[src/rtl/password_entry_collector_pkg.sv]
// password_entry_collector_pkg: types and constants shared by the entry
// collector and the downstream access-control comparator.
// Contents: FSM state enum, status/request codes, digit and code widths.
package password_entry_collector_pkg;

  localparam int DIGIT_W = 4;
  localparam int CODE_W  = 16;

  typedef enum logic [1:0] {
    IDLE        = 2'd0,
    COLLECT     = 2'd1,
    LOAD        = 2'd2,
    WAIT_STATUS = 2'd3
  } state_t;

  // Comparator status frame; anything other than STAT_NONE is a final result.
  localparam logic [1:0] STAT_NONE  = 2'b00;
  localparam logic [1:0] STAT_DENY  = 2'b01;
  localparam logic [1:0] STAT_GRANT = 2'b10;
  localparam logic [1:0] STAT_LOCK  = 2'b11;

  // Request codes carried alongside the code word.
  localparam logic [1:0] REQ_OPEN   = 2'b00;
  localparam logic [1:0] REQ_ARM    = 2'b01;
  localparam logic [1:0] REQ_CHANGE = 2'b10;
  localparam logic [1:0] REQ_ADMIN  = 2'b11;

  function automatic int max_int(input int a, input int b);
    return (a > b) ? a : b;
  endfunction

endpackage

[src/rtl/password_entry_collector_timeout.sv]
// entry_timeout_counter: free-running cycle counter with synchronous restart
// and a terminal-count indication when the count equals limit-1.
// Ports: clk, rst, clear (restart), enable, limit -> terminal.
module entry_timeout_counter #(
  parameter int CNT_W = 11
) (
  input  logic             clk,
  input  logic             rst,
  input  logic             clear,
  input  logic             enable,
  input  logic [CNT_W-1:0] limit,
  output logic             terminal
);

  localparam logic [CNT_W-1:0] ONE = CNT_W'(1);

  logic [CNT_W-1:0] count;

  // Saturates at all-ones instead of wrapping, so a missed terminal count
  // can never alias back into a later one.
  always_ff @(posedge clk) begin
    if (rst || clear) begin
      count <= '0;
    end else if (enable && (count != '1)) begin
      count <= count + ONE;
    end
  end

  // Deliberately independent of clear: the owner derives clear from its
  // next-state logic, which itself looks at terminal.
  assign terminal = enable && (count == (limit - ONE));

endmodule

[src/rtl/password_entry_collector.sv]
// password_entry_collector: collects NUM_DIGITS 4-bit digits into a 16-bit
// code word, strobes it to the comparator with the latched request code, then
// waits for a nonzero status frame or a response timeout before re-arming.
// Ports: clk, rst (sync, active-high); digit_in/digit_enter/clear_req/
// request_sel from the keypad side; status_frame from the comparator;
// data_out/data_load/request_out to the comparator; digit_count, busy and
// timeout_flag as status.
// Optional: define PASSWORD_ENTRY_IDLE_TIMEOUT_EN to discard a partial entry
// after IDLE_TIMEOUT cycles without a digit.
module password_entry_collector
  import password_entry_collector_pkg::*;
#(
  parameter int NUM_DIGITS   = 4,
  parameter int RESP_TIMEOUT = 1000,
  parameter int IDLE_TIMEOUT = 50000000
) (
  input  logic        clk,
  input  logic        rst,
  input  logic [3:0]  digit_in,
  input  logic        digit_enter,
  input  logic        clear_req,
  input  logic [1:0]  request_sel,
  input  logic [1:0]  status_frame,
  output logic [15:0] data_out,
  output logic        data_load,
  output logic [1:0]  request_out,
  output logic [2:0]  digit_count,
  output logic        busy,
  output logic        timeout_flag
);

  if ((NUM_DIGITS * DIGIT_W != CODE_W) || (RESP_TIMEOUT < 1) || (IDLE_TIMEOUT < 1)) begin : g_bad_cfg
    $error("password_entry_collector: inconsistent parameters");
  end

`ifdef PASSWORD_ENTRY_IDLE_TIMEOUT_EN
  localparam int CNT_MAX = max_int(RESP_TIMEOUT, IDLE_TIMEOUT);
`else
  localparam int CNT_MAX = RESP_TIMEOUT;
`endif
  localparam int CNT_W = $clog2(CNT_MAX) + 1;
  localparam logic [CNT_W-1:0] RESP_LIMIT = CNT_W'(RESP_TIMEOUT);
  localparam logic [2:0]       LAST_IDX   = 3'(NUM_DIGITS - 1);

  state_t            state, state_nxt;
  logic [CODE_W-1:0] code_q;
  logic [2:0]        cnt_q;
  logic [1:0]        req_q;
  logic              tflag_q;

  logic              shift_en;
  logic              latch_req;
  logic              clr_entry;
  logic              tmo_evt;

  logic              tmr_clear;
  logic              tmr_en;
  logic              tmr_tc;
  logic [CNT_W-1:0]  tmr_limit;

  always_comb begin
    state_nxt = state;
    shift_en  = 1'b0;
    latch_req = 1'b0;
    clr_entry = 1'b0;
    tmo_evt   = 1'b0;
    case (state)
      IDLE: begin
        // clear_req has nothing to discard here, so a coincident digit is kept.
        if (digit_enter) begin
          shift_en  = 1'b1;
          latch_req = 1'b1;
          state_nxt = COLLECT;
        end
      end
      COLLECT: begin
        if (clear_req) begin
          clr_entry = 1'b1;
          state_nxt = IDLE;
        end else if (digit_enter) begin
          shift_en = 1'b1;
          if (cnt_q == LAST_IDX) begin
            state_nxt = LOAD;
          end
`ifdef PASSWORD_ENTRY_IDLE_TIMEOUT_EN
        end else if (tmr_tc) begin
          clr_entry = 1'b1;
          tmo_evt   = 1'b1;
          state_nxt = IDLE;
`endif
        end
      end
      LOAD: begin
        state_nxt = WAIT_STATUS;
      end
      WAIT_STATUS: begin
        // A real status always beats a timeout that lands in the same cycle.
        if (status_frame != STAT_NONE) begin
          clr_entry = 1'b1;
          state_nxt = IDLE;
        end else if (tmr_tc) begin
          clr_entry = 1'b1;
          tmo_evt   = 1'b1;
          state_nxt = IDLE;
        end
      end
      default: begin
        clr_entry = 1'b1;
        state_nxt = IDLE;
      end
    endcase
  end

  // The counter restarts on every state change; with the idle timeout it also
  // restarts on each accepted digit while collecting.
`ifdef PASSWORD_ENTRY_IDLE_TIMEOUT_EN
  localparam logic [CNT_W-1:0] IDLE_LIMIT = CNT_W'(IDLE_TIMEOUT);
  assign tmr_clear = (state_nxt != state) || ((state == COLLECT) && digit_enter);
  assign tmr_en    = (state == WAIT_STATUS) || (state == COLLECT);
  assign tmr_limit = (state == WAIT_STATUS) ? RESP_LIMIT : IDLE_LIMIT;
`else
  assign tmr_clear = (state_nxt != state);
  assign tmr_en    = (state == WAIT_STATUS);
  assign tmr_limit = RESP_LIMIT;
`endif

  entry_timeout_counter #(
    .CNT_W (CNT_W)
  ) u_timeout (
    .clk      (clk),
    .rst      (rst),
    .clear    (tmr_clear),
    .enable   (tmr_en),
    .limit    (tmr_limit),
    .terminal (tmr_tc)
  );

  always_ff @(posedge clk) begin
    if (rst) begin
      state   <= IDLE;
      code_q  <= '0;
      cnt_q   <= '0;
      req_q   <= '0;
      tflag_q <= 1'b0;
    end else begin
      state   <= state_nxt;
      tflag_q <= tmo_evt;
      if (clr_entry) begin
        code_q <= '0;
        cnt_q  <= '0;
        req_q  <= '0;
      end else if (shift_en) begin
        // First digit ends up in the top nibble once the word is complete.
        code_q <= {code_q[CODE_W-DIGIT_W-1:0], digit_in};
        cnt_q  <= cnt_q + 3'd1;
        if (latch_req) begin
          req_q <= request_sel;
        end
      end
    end
  end

  assign data_out     = code_q;
  assign data_load    = (state == LOAD);
  assign busy         = (state == LOAD) || (state == WAIT_STATUS);
  assign digit_count  = cnt_q;
  assign request_out  = req_q;
  assign timeout_flag = tflag_q;

endmodule

[config.mk]
export PLATFORM = sky130hd
export DESIGN_NAME = password_entry_collector
export DESIGN_NICKNAME = d
export VERILOG_FILES = /design/src/rtl/password_entry_collector_pkg.sv /design/src/rtl/password_entry_collector_timeout.sv /design/src/rtl/password_entry_collector.sv
export SDC_FILE = /design/constraint.sdc
export NUM_CORES = 1
export LEC_CHECK = 0
export ABC_AREA = 1
export BUFFER_PORTS_ARGS = -buffer_cell sky130_fd_sc_hd__buf_2
export CAP_MARGIN = 20
export CORE_MARGIN = 2
export CORE_UTILIZATION = 53
export DETAILED_ROUTE_END_ITERATION = 10
export PLACE_DENSITY = 0.78
export SLEW_MARGIN = 20
export SYNTH_ARGS = -nofsm -noshare
export SYNTH_HDL_FRONTEND = slang
export SYNTH_SLANG_ARGS = --single-unit
[constraint.sdc]
create_clock -name clk -period 1.85 [get_ports clk]
set_clock_uncertainty 0.1 [all_clocks]
set_input_delay 0.185 -clock clk [delete_from_list [all_inputs] [get_ports clk]]
set_output_delay 0.185 -clock clk [all_outputs]
set_load 0.05 [all_outputs]
==> metrics.md, run 1 <==
| Metric | Value |
|---|---|
| # diodes | 0 |
| Synth Warn # | 0 |
| Gate power share | between 10% and 20% |
| Initial antenna violation count | 0 |
| # IOs | 36 |
| CP Class | flip-flop to flip-flop |
| # rows | 20 |
| First-pass DRT Iterations | 4 |
| Post-synthesis cell count | 224 |
| Worst hold path class | input pin to flip-flop |
| Initial Util | 54.6% |
| Crit. End Element | flip-flop |
| Inst Count DP | 293 |
| Clk Latency, worst-skew pair | 0.35 ns |
| Max-cap viol count | 0 |
| Final non-filler cell total | 310 |
| Final hold slack | around 0.039 ns |
| NumNets Final | 291 |
| Final wirelength | roughly 3500 um |
| Slew HR | 79.1% |
| First-pass GRT wire length | 5500 um |
| Syn_nets | 239 |
| Clock-pin slew on the worst setup and hold paths | 0.11 ns |
| Layout area overhead | 28.3% |
| Seq/Total Area, Yosys | 43.1% |
| Max Fanout on Critical Path | 11 |
| Longest Clk Path Bufs | 2 |
| Setup Viol. Count Final | 0 |
| Leakage power | 0.909 nW |
| Mean post-synth cell area | 7.26 um2 |
| Core area | 0.00298 mm2 |
| CP required | ~2 ns |
| Worst-margin pin slew | 0.311 ns |
| Die Wd | roughly 59 um |
| CTS tree | built |
| Post-CTS setup repair buffer count | 0 |
| Initial drt markers | 44 |
| Peak VDD IR | 0.000654 V |
| Via density | 4.93 |
| Cell area after placement | 0.00191 mm2 |
| Vias in the first global route | 1343 |
| Clock root buffer | clkbuf_4 |
| CTS Buf Count | 5 |
| Crit start category | flip-flop |
| I/O Buffers | 35 |
| Total power | 1.41 mW |
| WL/cell | 11.1 um |
| Chip Height | 59.4 um |
| Minimum clock period | 1.70 ns |
| Fin crit share | 92.1% |
| TritonCTS Sinks | 35 |
| Cell Int Power | 0.993 mW |
| Design area | between 0.002 and 0.0025 mm2 |
| Vias | ~1500 |
| Most frequent cells in the layout | 51 x nand2_1, 35 x buf_2, 30 x dfxtp_1, 28 x inv_1 |
| Fillers | 255 |
| Share of cells above drive strength 1 | 23.1% |
| Achievable frequency | 587 MHz |
| H-tree levels | 2 |
| Net Sw Frac | 29.4% |
| Overflow after GRT | 0 |
| Sequential power share | 55.9% |
| Total net switching power | 0.413 mW |
| Post-detail-place hpwl | 2200 um |
| Largest net degree at the start of global routing | 37 |
| Final slew viol count | 0 |
| Status | complete, no violations |
| Clk pwr share | a little under a third |
| GP Congestion | between 0.7 and 0.8 |
| Critical path data arrival time | approximately 1.9 ns |
| Power per cell area | 675 mW/mm2 |
| Die Footprint | 0.00353 mm2 |
| Netlist cell types | 24 |
| DR DRC count | 0 |
| Most common cell after layout, fill and taps aside | nand2_1 |
| Seq cells post-synth | 35 |
| Detail Route Antenna Nets | 0 |
| Area of the mapped netlist | 0.00163 mm2 |
| Post-layout util | 70.0% |
| Final hold violation count | 0 |
| GR Util All Layers | 20.7% |
## power groups by stage
stage          clock [mW]  sequential, mW  combinational [mW]
6_report            0.421           0.785               0.199
5_1_grt             0.462           0.788               0.216
4_1_cts             0.433           0.785               0.196
3_5_place_dp            0           0.801               0.183
3_3_place_gp            0           0.801               0.180
2_1_floorplan           0           0.853              0.0707
## routing by layer
layer	global-route usage [%]	vias to the layer above	share of wire [%]
met2	36.1	34	49
met4	8.44	0	1.9
met5	0	-	0
met3	4.80	7	4.0
met1	24.1	679	45
li1	-	807	-
## kinds of logic after synthesis
group / share of synthesized area (%)
buffers and inverters: 8.85
xor gates and xnor gates: 3.77
and+or+nand+nor: 30.3
DFF: 43.1
muxes: 0.616
adders and majority gates: 2.31
AOI/OAI and AO/OA: 11.0
## sequential cells by signal, indices dropped and copies added (netlist names)
signal and count:
data_out 16, u_timeout.count 11, digit_count 3, request_out 2
state 2, timeout_flag 1
## cell type report
cell class	instances	area, um2	share of cell area (%)
Tap cell	33	41.3	1.98
Sequential cell	35	707	33.9
Timing Repair Buffer	52	363	17.4
Clock inverter	3	20.0	0.960
Multi-Input combinational cell	153	807	38.7
Clock buffer	5	37.5	1.80
Inverter	29	109	5.22
## synth_stat cells, drive strengths merged
cell type | count | area [um2]
xnor2 | 3 | 26.3
inv | 29 | 109
o21ai | 5 | 25.0
nand2 | 53 | 201
buf | 5 | 27.5
nand4 | 2 | 12.5
a21oi | 24 | 120
o211ai | 1 | 12.5
nand3 | 9 | 45.0
dfxtp | 35 | 701
clkbuf | 2 | 7.51
nor4 | 1 | 6.26
nor3 | 4 | 31.3
mux2i | 1 | 10.0
nor2 | 24 | 90.1
o2111ai | 1 | 8.76
xor2 | 4 | 35.0
ha | 3 | 37.5
a211oi | 1 | 12.5
nand2b | 17 | 106
## path summary, 6_finish.rpt
path	startpoint	to	depth (start not counted)	slack, ns
setup / recovery	u_timeout.count[0]	u_timeout.count[7]	11	0.15
hold / removal	digit_enter	state[1]	3	0.04
setup reg to reg	u_timeout.count[0]	u_timeout.count[7]	11	0.15
hold reg to reg	data_out[15]	data_out[15]	2	0.37
## repair_timing
action | CTS | global route
gates resized for setup | 0 | 8
endpoints found under the setup margin | 0 | 13
hold endpoints to repair | 9 | 1
hold buffers | 9 | 1
## per-stage QoR
stage | setup TNS [ns] | setup slack, ns
6_report | 0 | 0.146
5_1_grt | -0.247 | -0.0397
4_1_cts | 0 | 0.0377
3_5_place_dp | 0 | 0.148
3_3_place_gp | 0 | 0.179
2_1_floorplan | 0 | 0.0618
## worst max-delay path, cell delays in order, from the launching register on
cell and delay [ns]:
dfxtp_2 0.38, ha_4 0.16, nand2_2 0.08, nor2_1 0.13
nand3_1 0.14, nand2_1 0.11, nand2_1 0.05, nand2_1 0.10
nand3_1 0.07, nand3_1 0.11, buf_12 0.14, nor2_1 0.04
Power figures use the tool's default switching activity.
==> run 2, diff against run 1 <==
--- a/config.mk
+++ b/config.mk
@@ -9,10 +9,11 @@
 export BUFFER_PORTS_ARGS = -buffer_cell sky130_fd_sc_hd__buf_2
 export CAP_MARGIN = 20
 export CORE_MARGIN = 2
-export CORE_UTILIZATION = 53
+export CORE_UTILIZATION = 55
 export DETAILED_ROUTE_END_ITERATION = 10
 export PLACE_DENSITY = 0.78
 export SLEW_MARGIN = 20
 export SYNTH_ARGS = -nofsm -noshare
 export SYNTH_HDL_FRONTEND = slang
+export SYNTH_HIERARCHICAL = 1
 export SYNTH_SLANG_ARGS = --single-unit
==> run 2 against run 1 <==
  * The flow now finishes with violations (setup timing)
  * Sequential share of layout area down 9.3 points
  * Via count up 42%
  * Cell area grew 37%
  * Area after synthesis is 37% higher
==> metrics.md, run 2 <==
| Metric | Value |
|---|---|
| H-tree levels | 2 |
| Fin crit share | 108% |
| Clk Latency, worst-skew pair | 0.29 ns |
| Area of the mapped netlist | 0.00223 mm2 |
| Post-synthesis cell count | 349 |
| Most common cell after layout, fill and taps aside | nand2_1 |
| CP max stage cell | dfxtp_2 |
| CP Class | flip-flop to flip-flop |
| Share of cells above drive strength 1 | roughly a quarter |
| Yosys top cell area share | a little under a third |
| Main flop type after synthesis | dfxtp_1 |
| Post-synth EDFFs | 0 |
| Cell mode on critical path | nand2_2 |
| Ranking of synthesized cells by area | dfxtp_1 31%, nand2_1 14%, inv_1 12% |
| Hold path startpoint | rst |
| Top post-synthesis cells by count | 85 x nand2_1, 73 x inv_1, 43 x nor2_1 |
| First-pass DRT Iterations | 4 |
| Final WS setup | -0.145 ns |
| Final hold violation count | 0 |
| # rows | 23 |
| Max reg flops | 16 |
| CTS Buf Count | 5 |
| Slowest cell delay on critical path | 0.35 ns |
| Overflow after GRT | 0 |
| Initial drt markers | 87 |
| Critical path data arrival time | 2.08 ns |
| Synth Area in Compound Gates | under 10% |
| First-pass GRT wire length | ~7500 um |
| Post-synthesis async set-or-reset flop share | 0% |
| Max Fanout on Critical Path | 7 |
| Minimum clock period | 2.00 ns |
| Chip Height | 67.7 um |
| Final slew viol count | 0 |
| Hold path cells | 2 |
| Synth Warn # | 6 |
| Crit. End Element | flip-flop |
| Clock root buffer | clkbuf_8 |
| Detail Route Antenna Nets | 0 |
| Vias in the first global route | about 1800 |
| Most frequent cell after synthesis | nand2_1 |
| Longest Clk Path Bufs | 2 |
| Setup Viol. Count Final | 33 |
| GR Util All Layers | a little over a fifth |
| Status | finished with violations |
| Largest family of logic cells by synthesized area | simple AND/OR/NAND/NOR gates |
| Xor/xnor cell area share of the yosys netlist | around 4.5% |
| Unrepaired setup endpoints after global routing | yes |
| Synth Area in Adders | 2.24% |
| Setup TNS | -3.93 ns |
| Post-detail-place hpwl | 3400 um |
| Post-synthesis simple-gate area fraction | 37.2% |
| R2r setup slk | -0.15 ns |
| Failing checks | setup timing |
| Max-cap viol count | 0 |
| CTS tree | built |
| Die Wd | 67.7 um |
| DR DRC count | 0 |
| Post-synthesis mux area share | 0% |
| Clock-pin slew on the worst setup and hold paths | approximately 0.07 ns |
| Worst hold path class | input pin to flip-flop |
| Seq/Total Area, Yosys | approximately a third |
| Leakage power | 1.42 nW |
| Largest net degree at the start of global routing | 38 |
| Final wirelength | 4520 um |
| CP required | 1.93 ns |
| Netlist cell types | 28 |
| R2R depth | 19 |
| WL/cell | 9.28 um |
| RR Endpoint | u_timeout/count[0] |
| Achievable frequency | ~500 MHz |
| Total power | 1.62 mW |
| Via density | 4.44 |
| Peak VDD IR | 0.000442 V |
| Most frequent cells in the layout | 80 x nand2_1, 71 x inv_1, 41 x nor2_1, 35 x buf_2 |
| Power per cell area | around 570 mW/mm2 |
| Mean post-synth cell area | 6.40 um2 |
| Worst r2r src | state[0] |
| Seq cells post-synth | 35 |
| # IOs | 36 |
| GP Congestion | 0.873 |
| Inst Count DP | ~480 |
| NumNets Final | 452 |
| TritonCTS Sinks | 35 |
| Hold endpoint | state[1] |
| CP cell instances | nand2_4 -> inv_4 -> nand2_2 -> nor2_1 -> nand2_1 -> nor2_2 -> nand2_1 -> nor3_2 -> nand3_1 -> nor2_1 -> inv_1 -> nand3_2 -> nand2_2 -> nand2_2 -> nand3_2 -> nand2_2 -> nor2_4 -> o21ai_1 -> nor2_1 |
| Vias | between 2000 and 2500 |
| Layout area overhead | 27.9% |
| Crit start category | flip-flop |
| Core area | 0.00394 mm2 |
| Final non-filler cell total | 487 |
| Initial Util | 56.7% |
| # diodes | 0 |
| Initial antenna violation count | 0 |
| Die Footprint | 0.00459 mm2 |
| Largest area contributor in the synthesized netlist | dfxtp_1 |
| I/O Buffers | 35 |
-- run 2: changes by cell type in the layout (fill, tap and decap cells not counted), moves of 17 or more --
cell      change
inv_1        +43
nor2_1       +17
o21ai_1      +19
conb_1       +33
nor2_2       +20
nand2b_1     -17
nand2_1      +29
a21oi_1      -20
-- run 2: worst max-delay path, delay by kind of cell, from the launching register on --
kind	cells	cell delay (ns)
AO/OA/AOI/OAI	1	0.08
buffers and inverters	2	0.11
flip-flops	1	0.35
AND/OR/NAND/NOR	16	1.24
-- run 2: kinds of logic after synthesis --
family          Yosys count
compound gates           34
other cells               2
fa+ha+maj                 4
xor+xnor                 10
simple gates            181
buf+inv                  83
flops                    35
-- run 2: cell type report --
cell class	instances	area, um2
inverters	75	287
well taps	50	62.6
clock inverters	2	12.5
clock buffers	6	72.6
fillers	319	1080
flip-flops and latches	35	703
multi-input cells	262	1350
repair buffers	57	374
-- run 2: metal layers --
| metal | share of wire (%) | GRT usage, % | vias up |
|---|---|---|---|
| met5 | 0 | 0 | - |
| met3 | 3.5 | 4.67 | 6 |
| met2 | 49 | 35.4 | 31 |
| li1 | - | - | 1183 |
| met4 | 1.3 | 7.14 | 0 |
| met1 | 46 | 28.0 | 941 |
-- run 2: worst max path at each step --
| stage | start | to | cells past startpoint |
|---|---|---|---|
| 2_1_floorplan | state[0] | u_timeout/count[1] | 20 |
| 6_report | state[0] | u_timeout/count[0] | 19 |
| 4_1_cts | state[0] | u_timeout/count[9] | 19 |
| 5_1_grt | state[0] | u_timeout/count[0] | 19 |
| 3_5_place_dp | state[1] | u_timeout/count[9] | 19 |
| 3_3_place_gp | state[1] | u_timeout/count[4] | 19 |
-- run 2: where the power goes --
group          internal (mW)  leakage (nW)  switching (mW)
registers              0.771         0.284          0.0129
clock network          0.263        0.0412           0.277
logic                 0.0957          1.09           0.196
total                   1.13          1.42           0.486
-- run 2: per-stage QoR --
stage	util [%]	hold WS, ns	area, um2	setup WS (ns)
floorplan	-	0.147	2360	-0.100
global placement	67.6	0.330	2670	-0.149
detailed placement	67.6	0.335	2670	-0.227
CTS	70.8	0.0390	2790	-0.156
global route	72.5	0.0479	2860	-0.321
finish	72.5	0.0424	2860	-0.145
-- run 2: repair_timing --
action                                  4_1_cts  5_1_grt
endpoints found under the setup margin       34       35
hold buffers                                  0        0
buffers inserted                              4        0
gates cloned                                  0        1
gates resized for setup                       7       11
pin swaps                                     2        5
==> run 3, diff against run 2 <==
--- a/config.mk
+++ b/config.mk
@@ -8,10 +8,13 @@
 export ABC_AREA = 1
 export BUFFER_PORTS_ARGS = -buffer_cell sky130_fd_sc_hd__buf_2
 export CAP_MARGIN = 20
+export CORE_ASPECT_RATIO = 0.5
 export CORE_MARGIN = 2
 export CORE_UTILIZATION = 55
 export DETAILED_ROUTE_END_ITERATION = 10
 export PLACE_DENSITY = 0.78
+export SKIP_CTS_REPAIR_TIMING = 1
+export SKIP_LAST_GASP = 1
 export SLEW_MARGIN = 20
 export SYNTH_ARGS = -nofsm -noshare
 export SYNTH_HDL_FRONTEND = slang
==> run 3 against run 2 <==
  * Register-to-register slack got worse by 0.04 ns
  * Power decreased by 1.9%
  * Routed wire length increased by 0.75%
  * Via count increased by 1.6%
  * Cell count increased by 0.41%
  * Combinational power decreased by 5%
  * The run still ends with setup timing left
  * Die area increased by 0.68%
  * Non-clock buffer count decreased by 2
  * Global-route usage decreased by 0.061 points
  * Clock power decreased by 3%
  * Critical path depth unchanged
  * Cell area decreased by 1.5%
==> metrics.md, run 3 (synthesis results as in run 2) <==
| Metric | Value |
|---|---|
| Clk Latency, worst-skew pair | 0.28 ns |
| Via density | 4.49 |
| Crit. End Element | flip-flop |
| Net Sw Frac | 29.3% |
| Setup TNS | -3.39 ns |
| Leakage power | 1.39 nW |
| Initial Util | between 50 and 60% |
| Inst Count DP | 480 |
| Most frequent cells in the layout | 82 x nand2_1, 70 x inv_1, 40 x nor2_1, 35 x buf_2 |
| # rows | 16 |
| Overflow after GRT | 0 |
| Sequential power share | between 40% and 50% |
| H-tree levels | 2 |
| RR Endpoint | u_timeout/count[1] |
| Vias in the first global route | around 1900 |
| # IOs | 36 |
| Fin crit share | 110% |
| Cell Int Power | 1.12 mW |
| Max-cap viol count | 0 |
| Core area | 0.00390 mm2 |
| Peak VDD IR | around 0.00054 V |
| Final WS setup | -0.187 ns |
| R2R depth | 19 |
| Detail Route Antenna Nets | 0 |
| Worst hold path class | input pin to flip-flop |
| Clk pwr share | 33.1% |
| Status | finished with violations |
| Hold path cells | 2 |
| CP Class | flip-flop to flip-flop |
| Final slew viol count | 0 |
| Total net switching power | 0.464 mW |
| Final hold violation count | 0 |
| Initial antenna violation count | 0 |
| Failing checks | setup timing |
| Chip Height | 49.1 um |
| Clock-pin slew on the worst setup and hold paths | 0.07 ns |
| TritonCTS Sinks | 35 |
| Max Fanout on Critical Path | 7 |
| Minimum clock period | 2.04 ns |
| Critical path data arrival time | between 2 and 2.5 ns |
| Unrepaired setup endpoints after global routing | yes |
| Final wirelength | between 4000 and 5000 um |
| First-pass GRT wire length | 7970 um |
| Setup Viol. Count Final | 32 |
| Power per cell area | 563 mW/mm2 |
| Most common cell after layout, fill and taps aside | nand2_1 |
| NumNets Final | 450 |
| Achievable frequency | 491 MHz |
| Die Footprint | 0.00462 mm2 |
| Multi-input logic area | about 0.0013 mm2 |
| CTS tree | built |
| CP Launch Point | state[1] |
| Layout area overhead | 25.9% |
| Fillers | approximately 330 |
| GR Util All Layers | between 20% and 30% |
| Largest net degree at the start of global routing | 38 |
| Crit start category | flip-flop |
| CTS Buf Count | 5 |
| Clock root buffer | clkbuf_8 |
| Worst setup path end | u_timeout/count[1] |
| First-pass DRT Iterations | 4 |
| Max reg flops | 16 |
| Post-detail-place hpwl | 3530 um |
| R2r setup slk | -0.19 ns |
| Total power | about 1.6 mW |
| CP required | 1.92 ns |
| Final non-filler cell total | approximately 500 |
| Longest Clk Path Bufs | 2 |
| Die Wd | approximately 94 um |
| I/O Buffers | 35 |
| Worst r2r src | state[1] |
| GP Congestion | 0.890 |
| Share of cells above drive strength 1 | between 20% and 30% |
| Vias | 2196 |
| DR DRC count | 0 |
| # diodes | 0 |
| Initial drt markers | 84 |
| WL/cell | between 9 and 10 um |
| Gate power share | 17.5% |
| FF/Latch Area | between 700 and 800 um2 |
-- run 3: cell count changes in the layout (fill, tap and decap cells not counted), moves of 2 or more --
cell | before | now
nand2_1 | 80 | 82
buf_4 | 19 | 17
buf_6 | 1 | 3
o21ai_1 | 19 | 17
o21ai_0 | 5 | 7
nand2_2 | 6 | 4
-- run 3: per-layer routing --
metal	share of wire, %	global-route usage, %
met1	45	26.3
met2	50	38.6
met3	4.9	5.41
met4	0.42	4.59
met5	0	0
-- run 3: worst max-delay path: stages (launching register included) --
cell	delay, ns
dfxtp_2	0.36
nand2_4	0.06
inv_4	0.05
nand2_2	0.04
nor2_2	0.08
nand2_1	0.05
nor2_1	0.09
nand2_1	0.07
nor3_2	0.11
nand3_1	0.10
nor2_2	0.14
inv_2	0.06
nand3_2	0.06
nand2_1	0.06
nand2_1	0.08
nand3_1	0.10
nand2_2	0.11
nor2_4	0.07
o21ai_0	0.09
nor2_1	0.05
-- run 3: power groups by stage --
stage | sequential, mW | combinational (mW) | clock (mW)
5_1_grt | 0.785 | 0.312 | 0.575
3_3_place_gp | 0.800 | 0.255 | 0
2_1_floorplan | 0.852 | 0.167 | 0
4_1_cts | 0.783 | 0.260 | 0.537
6_report | 0.783 | 0.277 | 0.524
3_5_place_dp | 0.800 | 0.259 | 0
-- run 3: worst min path at each step --
stage               startpoint        to  slack [ns]
floorplan                  rst  state[0]        0.15
global placement           rst  state[0]        0.31
detailed placement         rst  state[0]        0.31
CTS                        rst  state[0]        0.02
global route               rst  state[0]        0.04
finish                     rst  state[0]        0.05
-- run 3: cell type report --
| class | instances | share of cell area (%) |
|---|---|---|
| Multi-Input combinational cell | 262 | 47.4 |
| Sequential cell | 35 | 25.0 |
| Timing Repair Buffer | 55 | 12.0 |
| Inverter | 75 | 10.2 |
| Clock buffer | 6 | 2.58 |
| Tap cell | 54 | 2.40 |
| Clock inverter | 2 | 0.445 |
-- run 3: per-stage QoR --
stage | worst slack [ns] | hold WS (ns) | util (%) | area, um2
floorplan | -0.100 | 0.147 | - | 2360
global placement | -0.124 | 0.310 | 68.3 | 2670
detailed placement | -0.211 | 0.311 | 68.3 | 2670
CTS | -0.233 | 0.0192 | 70.5 | 2750
global route | -0.369 | 0.0392 | 72.1 | 2810
finish | -0.187 | 0.0453 | 72.1 | 2810
